<file path="src/rtl/ex_muldiv_unit.sv">
// rtl/ex_muldiv_unit.sv - iterative 16-bit multiply/divide unit for the EX stage
module ex_muldiv_unit #(
    parameter int DATA_W = 16,
    parameter int ADDR_W = 3
) (
    input  logic              clk_i,
    input  logic              rst_i,
    input  logic              flush_i,
    input  logic              start_i,
    input  logic [1:0]        op_i,
    input  logic [DATA_W-1:0] rs_data_i,
    input  logic [DATA_W-1:0] rt_data_i,
    input  logic [ADDR_W-1:0] rd_addr_i,
    output logic              busy_o,
    output logic              done_o,
    output logic [DATA_W-1:0] lo_o,
    output logic [DATA_W-1:0] hi_o,
    output logic [ADDR_W-1:0] rd_addr_o,
    output logic              div0_o
);
    localparam int CNT_W = $clog2(DATA_W + 1);

    typedef enum logic [1:0] {IDLE, CALC, FIX, DONE} state_t;

    state_t                state_q, state_d;
    logic [CNT_W-1:0]      cnt_q, cnt_d;
    logic                  is_div_q, is_div_d;
    logic [ADDR_W-1:0]     rd_cap_q, rd_cap_d;
    logic [DATA_W-1:0]     b_q, b_d;
    logic [DATA_W-1:0]     a_raw_q, a_raw_d;
    logic [2*DATA_W-1:0]   acc_q, acc_d;
    logic [DATA_W-1:0]     rem_q, rem_d;
    logic                  neg_lo_q, neg_lo_d;
    logic                  neg_hi_q, neg_hi_d;
    logic                  div0_pend_q, div0_pend_d;
    logic [DATA_W-1:0]     lo_q, lo_d;
    logic [DATA_W-1:0]     hi_q, hi_d;
    logic [ADDR_W-1:0]     rd_out_q, rd_out_d;
    logic                  div0_q, div0_d;

    // Operand magnitudes; op_i[0]=0 selects the signed variants
    logic              rs_neg, rt_neg;
    logic [DATA_W-1:0] rs_mag, rt_mag;
    assign rs_neg = ~op_i[0] & rs_data_i[DATA_W-1];
    assign rt_neg = ~op_i[0] & rt_data_i[DATA_W-1];
    assign rs_mag = rs_neg ? -rs_data_i : rs_data_i;
    assign rt_mag = rt_neg ? -rt_data_i : rt_data_i;

    logic [DATA_W:0]     mul_sum;
    logic [DATA_W:0]     div_shift;
    logic [DATA_W:0]     div_diff;
    logic [2*DATA_W-1:0] prod_fix;
    logic [DATA_W-1:0]   quo_fix, rem_fix;
    assign mul_sum   = {1'b0, acc_q[2*DATA_W-1:DATA_W]} + {1'b0, (acc_q[0] ? b_q : '0)};
    assign div_shift = {rem_q, acc_q[DATA_W-1]};
    assign div_diff  = div_shift - {1'b0, b_q};
    assign prod_fix  = neg_lo_q ? -acc_q : acc_q;
    assign quo_fix   = neg_lo_q ? -acc_q[DATA_W-1:0] : acc_q[DATA_W-1:0];
    assign rem_fix   = neg_hi_q ? -rem_q : rem_q;

    always_ff @(posedge clk_i or posedge rst_i) begin
        if (rst_i) begin
            state_q     <= IDLE;
            cnt_q       <= '0;
            is_div_q    <= 1'b0;
            rd_cap_q    <= '0;
            b_q         <= '0;
            a_raw_q     <= '0;
            acc_q       <= '0;
            rem_q       <= '0;
            neg_lo_q    <= 1'b0;
            neg_hi_q    <= 1'b0;
            div0_pend_q <= 1'b0;
            lo_q        <= '0;
            hi_q        <= '0;
            rd_out_q    <= '0;
            div0_q      <= 1'b0;
        end else begin
            state_q     <= state_d;
            cnt_q       <= cnt_d;
            is_div_q    <= is_div_d;
            rd_cap_q    <= rd_cap_d;
            b_q         <= b_d;
            a_raw_q     <= a_raw_d;
            acc_q       <= acc_d;
            rem_q       <= rem_d;
            neg_lo_q    <= neg_lo_d;
            neg_hi_q    <= neg_hi_d;
            div0_pend_q <= div0_pend_d;
            lo_q        <= lo_d;
            hi_q        <= hi_d;
            rd_out_q    <= rd_out_d;
            div0_q      <= div0_d;
        end
    end

    always_comb begin
        state_d = state_q;
        unique case (state_q)
            IDLE: if (start_i && !flush_i) state_d = CALC;
            CALC: begin
                if (flush_i)                               state_d = IDLE;
                else if (cnt_q == CNT_W'(DATA_W - 1))      state_d = FIX;
            end
            FIX:  state_d = flush_i ? IDLE : DONE;
            DONE: state_d = IDLE;
            default: state_d = IDLE;
        endcase
    end

    always_comb begin
        cnt_d       = cnt_q;
        is_div_d    = is_div_q;
        rd_cap_d    = rd_cap_q;
        b_d         = b_q;
        a_raw_d     = a_raw_q;
        acc_d       = acc_q;
        rem_d       = rem_q;
        neg_lo_d    = neg_lo_q;
        neg_hi_d    = neg_hi_q;
        div0_pend_d = div0_pend_q;
        lo_d        = lo_q;
        hi_d        = hi_q;
        rd_out_d    = rd_out_q;
        div0_d      = div0_q;
        unique case (state_q)
            IDLE: if (start_i && !flush_i) begin
                cnt_d       = '0;
                is_div_d    = op_i[1];
                rd_cap_d    = rd_addr_i;
                a_raw_d     = rs_data_i;
                rem_d       = '0;
                neg_lo_d    = rs_neg ^ rt_neg;
                neg_hi_d    = op_i[1] & rs_neg;
                div0_pend_d = op_i[1] & (rt_data_i == '0);
                b_d         = op_i[1] ? rt_mag : rs_mag;
                acc_d       = {{DATA_W{1'b0}}, (op_i[1] ? rs_mag : rt_mag)};
            end
            CALC: if (!flush_i) begin
                cnt_d = cnt_q + CNT_W'(1);
                if (!is_div_q) begin
                    acc_d = {mul_sum, acc_q[DATA_W-1:1]};
                end else if (!div_diff[DATA_W]) begin
                    rem_d                = div_diff[DATA_W-1:0];
                    acc_d[DATA_W-1:0]    = {acc_q[DATA_W-2:0], 1'b1};
                end else begin
                    rem_d                = div_shift[DATA_W-1:0];
                    acc_d[DATA_W-1:0]    = {acc_q[DATA_W-2:0], 1'b0};
                end
            end
            FIX: if (!flush_i) begin
                rd_out_d = rd_cap_q;
                if (!is_div_q) begin
                    lo_d   = prod_fix[DATA_W-1:0];
                    hi_d   = prod_fix[2*DATA_W-1:DATA_W];
                    div0_d = 1'b0;
                end else if (div0_pend_q) begin
                    lo_d   = '1;
                    hi_d   = a_raw_q;
                    div0_d = 1'b1;
                end else begin
                    lo_d   = quo_fix;
                    hi_d   = rem_fix;
                    div0_d = 1'b0;
                end
            end
            default: ;
        endcase
    end

    always_comb begin
        busy_o = 1'b0;
        done_o = 1'b0;
        unique case (state_q)
            IDLE:      busy_o = start_i & ~flush_i;
            CALC, FIX: busy_o = 1'b1;
            DONE:      done_o = 1'b1;
            default:   busy_o = 1'b0;
        endcase
    end

    assign lo_o      = lo_q;
    assign hi_o      = hi_q;
    assign rd_addr_o = rd_out_q;
    assign div0_o    = div0_q;
endmodule
</file>
<file path="config.mk">
export PLATFORM = sky130hd
export DESIGN_NAME = ex_muldiv_unit
export DESIGN_NICKNAME = d
export VERILOG_FILES = /design/src/rtl/ex_muldiv_unit.sv
export SDC_FILE = /design/constraint.sdc
export NUM_CORES = 1
export LEC_CHECK = 0
export ABC_AREA = 1
export CAP_MARGIN = 10
export CORE_MARGIN = 1
export CORE_UTILIZATION = 35
export DETAILED_ROUTE_END_ITERATION = 16
export GPL_TIMING_DRIVEN = 0
export PLACE_DENSITY = 0.64
export SLEW_MARGIN = 15
export SYNTH_ARGS = -nofsm -noshare
export SYNTH_HDL_FRONTEND = slang
export SYNTH_SLANG_ARGS = --single-unit
</file>
<file path="constraint.sdc">
create_clock -name clk_i -period 5.4 [get_ports clk_i]
set_input_delay 1.35 -clock clk_i [delete_from_list [all_inputs] [get_ports clk_i]]
set_output_delay 1.35 -clock clk_i [all_outputs]
set_load 0.02 [all_outputs]
</file>
==> metrics.yaml <==
status: "finished clean"
io_buffer_count: 78
holdBufCountCts: 0
synth_commonest_cells: "nand2_1 (460), inv_1 (215), nand3_1 (183)"
clock_skew_ns: 0.0152
total_power_uw: 7490
grt_usage_pct: 24.7
placed_area_um2: 11300
vias: 10800
p_leak_uw: 0.00614
post-route-period-util_pct: 92.7
timing.fmax_mhz: 200
tightest_slew_ns: 0.745
syn_area_per_cell_um2: 6.45
ys_types: 38
route.antenna.remaining_nets: 0
rsz0062_at_grt: "no"
cap_violations: 0
die_area_um2: 29300
whs_ns: 0.471
synth_top_cell_area_share_pct: 32.5
power.density_nw_per_um2: 629
post-route-drc-count: 0
avgViaCountPerCell: 5.28
cts_resized: 0
slew_headroom_pct: 50.3
ys_seq_elements: 130
hold_depth: 2
design_area_um2: 11900
fin_util_pct: 42.5
nets: 1737
antenna_found_initial: 0
grt_pass1_wl_um: 54400
setup_viol: 0
maxSlewViolCount: 0
grt_overflow: 0
ys.flop_type: "dfrtp_1"
drtIter0Drc: 1003
worst-setup-path-type: "input pin to output port"
rows: 61
seq_area_frac_synth_pct: 32.5
coreArea_um2: 28000
initial_core_util_pct: 35.8
holdPathEnd: "rd_cap_q[2]"
num_antenna_cells: 0
gp_congestion: 0.978
grt_pass1_vias: 9865
critPathArrivalTime_ns: 3.66
clock_path_buffers: 2
wl_um: 35300
cts_setup_buffers: 0
grt_start_max_net_pins: 103
clk_latency_ns: 0.44
worstHoldStart: "rd_cap_q[2]"
synth_edf_count: 0
rr_endpoint: "acc_q[27]"
synth_top_area_cell: "dfrtp_1"
rrSetupSlack_ns: 2.72
numCtsBuffers: 17
period_minus_slack_ns: 5.01
cts_root_buf: "clkbuf_16"
hold_viol_final: 0
reg2reg_depth: 11
cp_data_required_time_ns: 4.05
num_io_pins: 79
synth.most_common_cell: "nand2_1"
syn-num-nets: 1639
dp_hpwl_um: 28400
r2r_start: "acc_q[0]"
cp-end-kind: "output port"
netlist_instances: 1554
drive_gt1_share_pct: 4.68
fillerInstances: 3000
syn_area_um2: 10000
cp-start-kind: "input pin"
ys_warn_count: 0
drt_pass1_iterations: 5
die-height_um: 171
wire_per_inst_um: 17.3
setup_ws_ns: 0.393
cts_tree: "done"
htree_levels: 4
synthTopCellsByArea: "dfrtp_1 (32%), nand2_1 (17%), nand3_1 (9.1%), inv_1 (8.1%), nor2_1 (5.7%)"
vdd_drop_max_mv: 0.257
cts_sinks: 130
die-width_um: 171
async_flop_share_pct: 100
critPathMaxFanout: 10
pre_cts_ws_ns: 0.382
clk_pin_slew_ns: 0.05
min_path_type: "flip-flop to flip-flop"
syn_to_final_growth_pct: 18.8
worst max path at each step:
stage / slack, ns / depth (start not counted) / endpoint / startpoint
floorplan: 0.58 / 1 / a_raw_q[0] / rst_i
detailed placement: 0.38 / 8 / busy_o / flush_i
global route: 0.25 / 8 / busy_o / flush_i
CTS: 0.37 / 8 / busy_o / flush_i
finish: 0.39 / 8 / busy_o / flush_i
global placement: -1.54 / 2 / state_q[0] / rst_i
sequential cells by signal, indices dropped and copies added (netlist names), 2 cells and up:
name and count:
acc_q 32, a_raw_q 16, b_q 16, hi_o 16, lo_o 16, rem_q 16
cnt_q 5, rd_addr_o 3, rd_cap_q 3, state_q 2
report_power, final:
| part | leakage, µW | internal [µW] | switching [µW] | total, µW |
|---|---|---|---|---|
| sequential | 0.00163 | 1400 | 426 | 1830 |
| clock | 0.000279 | 696 | 476 | 1170 |
| combinational | 0.00423 | 1570 | 2920 | 4490 |
| total | 0.00614 | 3670 | 3820 | 7490 |
metal layers:
layer / GRT usage [%] / part of all wire, % / vias to the layer above
met3: 3.91 / 7.1 / 76
met1: 34.6 / 46 / 5051
met2: 37.3 / 44 / 409
li1: - / - / 5260
met4: 11.5 / 3.9 / 0
met5: 0 / 0 / -
cell type report:
| cell class | instances | area (µm²) | share of cell area, % |
|---|---|---|---|
| tap | 378 | 473 | 3.97 |
| multi-input combinational | 1156 | 5720 | 48.0 |
| clock inverter | 14 | 156 | 1.31 |
| sequential | 130 | 3250 | 27.3 |
| clock buffer | 18 | 439 | 3.69 |
| inverter | 219 | 830 | 6.97 |
| buffer | 49 | 230 | 1.93 |
| timing repair buffer | 79 | 808 | 6.79 |
per-stage QoR:
step / cells / TNS (ns)
finish: 2043 / 0
global placement: 2010 / -197.60
CTS: 2043 / 0
floorplan: 1554 / 0
global route: 2043 / 0
detailed placement: 2011 / 0
placed cells by master, fill, tap and decap left out, types with 2 or more instances in the layout:
| cell | netlist | routed |
|---|---|---|
| o31ai_1 | 2 | 2 |
| ha_1 | 42 | 42 |
| bufinv_16 | 0 | 2 |
| o21ai_0 | 85 | 85 |
| nor2_2 | 3 | 3 |
| a221oi_1 | 15 | 15 |
| o22ai_1 | 13 | 13 |
| o21bai_1 | 2 | 2 |
| a22oi_1 | 12 | 12 |
| nand3_1 | 183 | 183 |
| xor2_1 | 21 | 21 |
| or2_2 | 2 | 2 |
| inv_1 | 215 | 214 |
| dfrtp_1 | 130 | 130 |
| clkinvlp_4 | 0 | 4 |
| buf_4 | 3 | 3 |
| clkbuf_1 | 20 | 20 |
| and2_1 | 4 | 4 |
| xnor2_1 | 8 | 8 |
| fa_1 | 2 | 2 |
| o221ai_1 | 4 | 4 |
| buf_2 | 22 | 22 |
| nor3_1 | 4 | 4 |
| clkbuf_16 | 0 | 17 |
| a21oi_1 | 90 | 90 |
| nand4_1 | 13 | 13 |
| o211ai_1 | 11 | 11 |
| nand3b_1 | 9 | 9 |
| a31oi_1 | 8 | 8 |
| inv_6 | 0 | 2 |
| nand2_2 | 6 | 6 |
| clkdlybuf4s50_1 | 0 | 78 |
| nor2_1 | 152 | 152 |
| inv_2 | 3 | 3 |
| nand2_1 | 460 | 460 |
| clkinv_4 | 0 | 5 |
| buf_1 | 3 | 3 |
worst max-delay path: stages:
cell,delay [ns]
clkdlybuf4s50_1,0.39
inv_1,0.09
nand2_1,0.07
nor2_1,0.35
inv_1,0.18
clkbuf_1,0.37
a21oi_1,0.23
clkdlybuf4s50_1,0.61
kinds of logic after synthesis:
family	after synthesis	synth area share (%)
AO/OA/AOI/OAI	245	14.0
XOR/XNOR	29	2.53
buffers and inverters	268	10.5
adder cells (fa/ha/maj)	44	5.64
flip-flops	130	32.5
AND/OR/NAND/NOR	838	34.9
No activity file was read; power rests on OpenSTA's default activity.
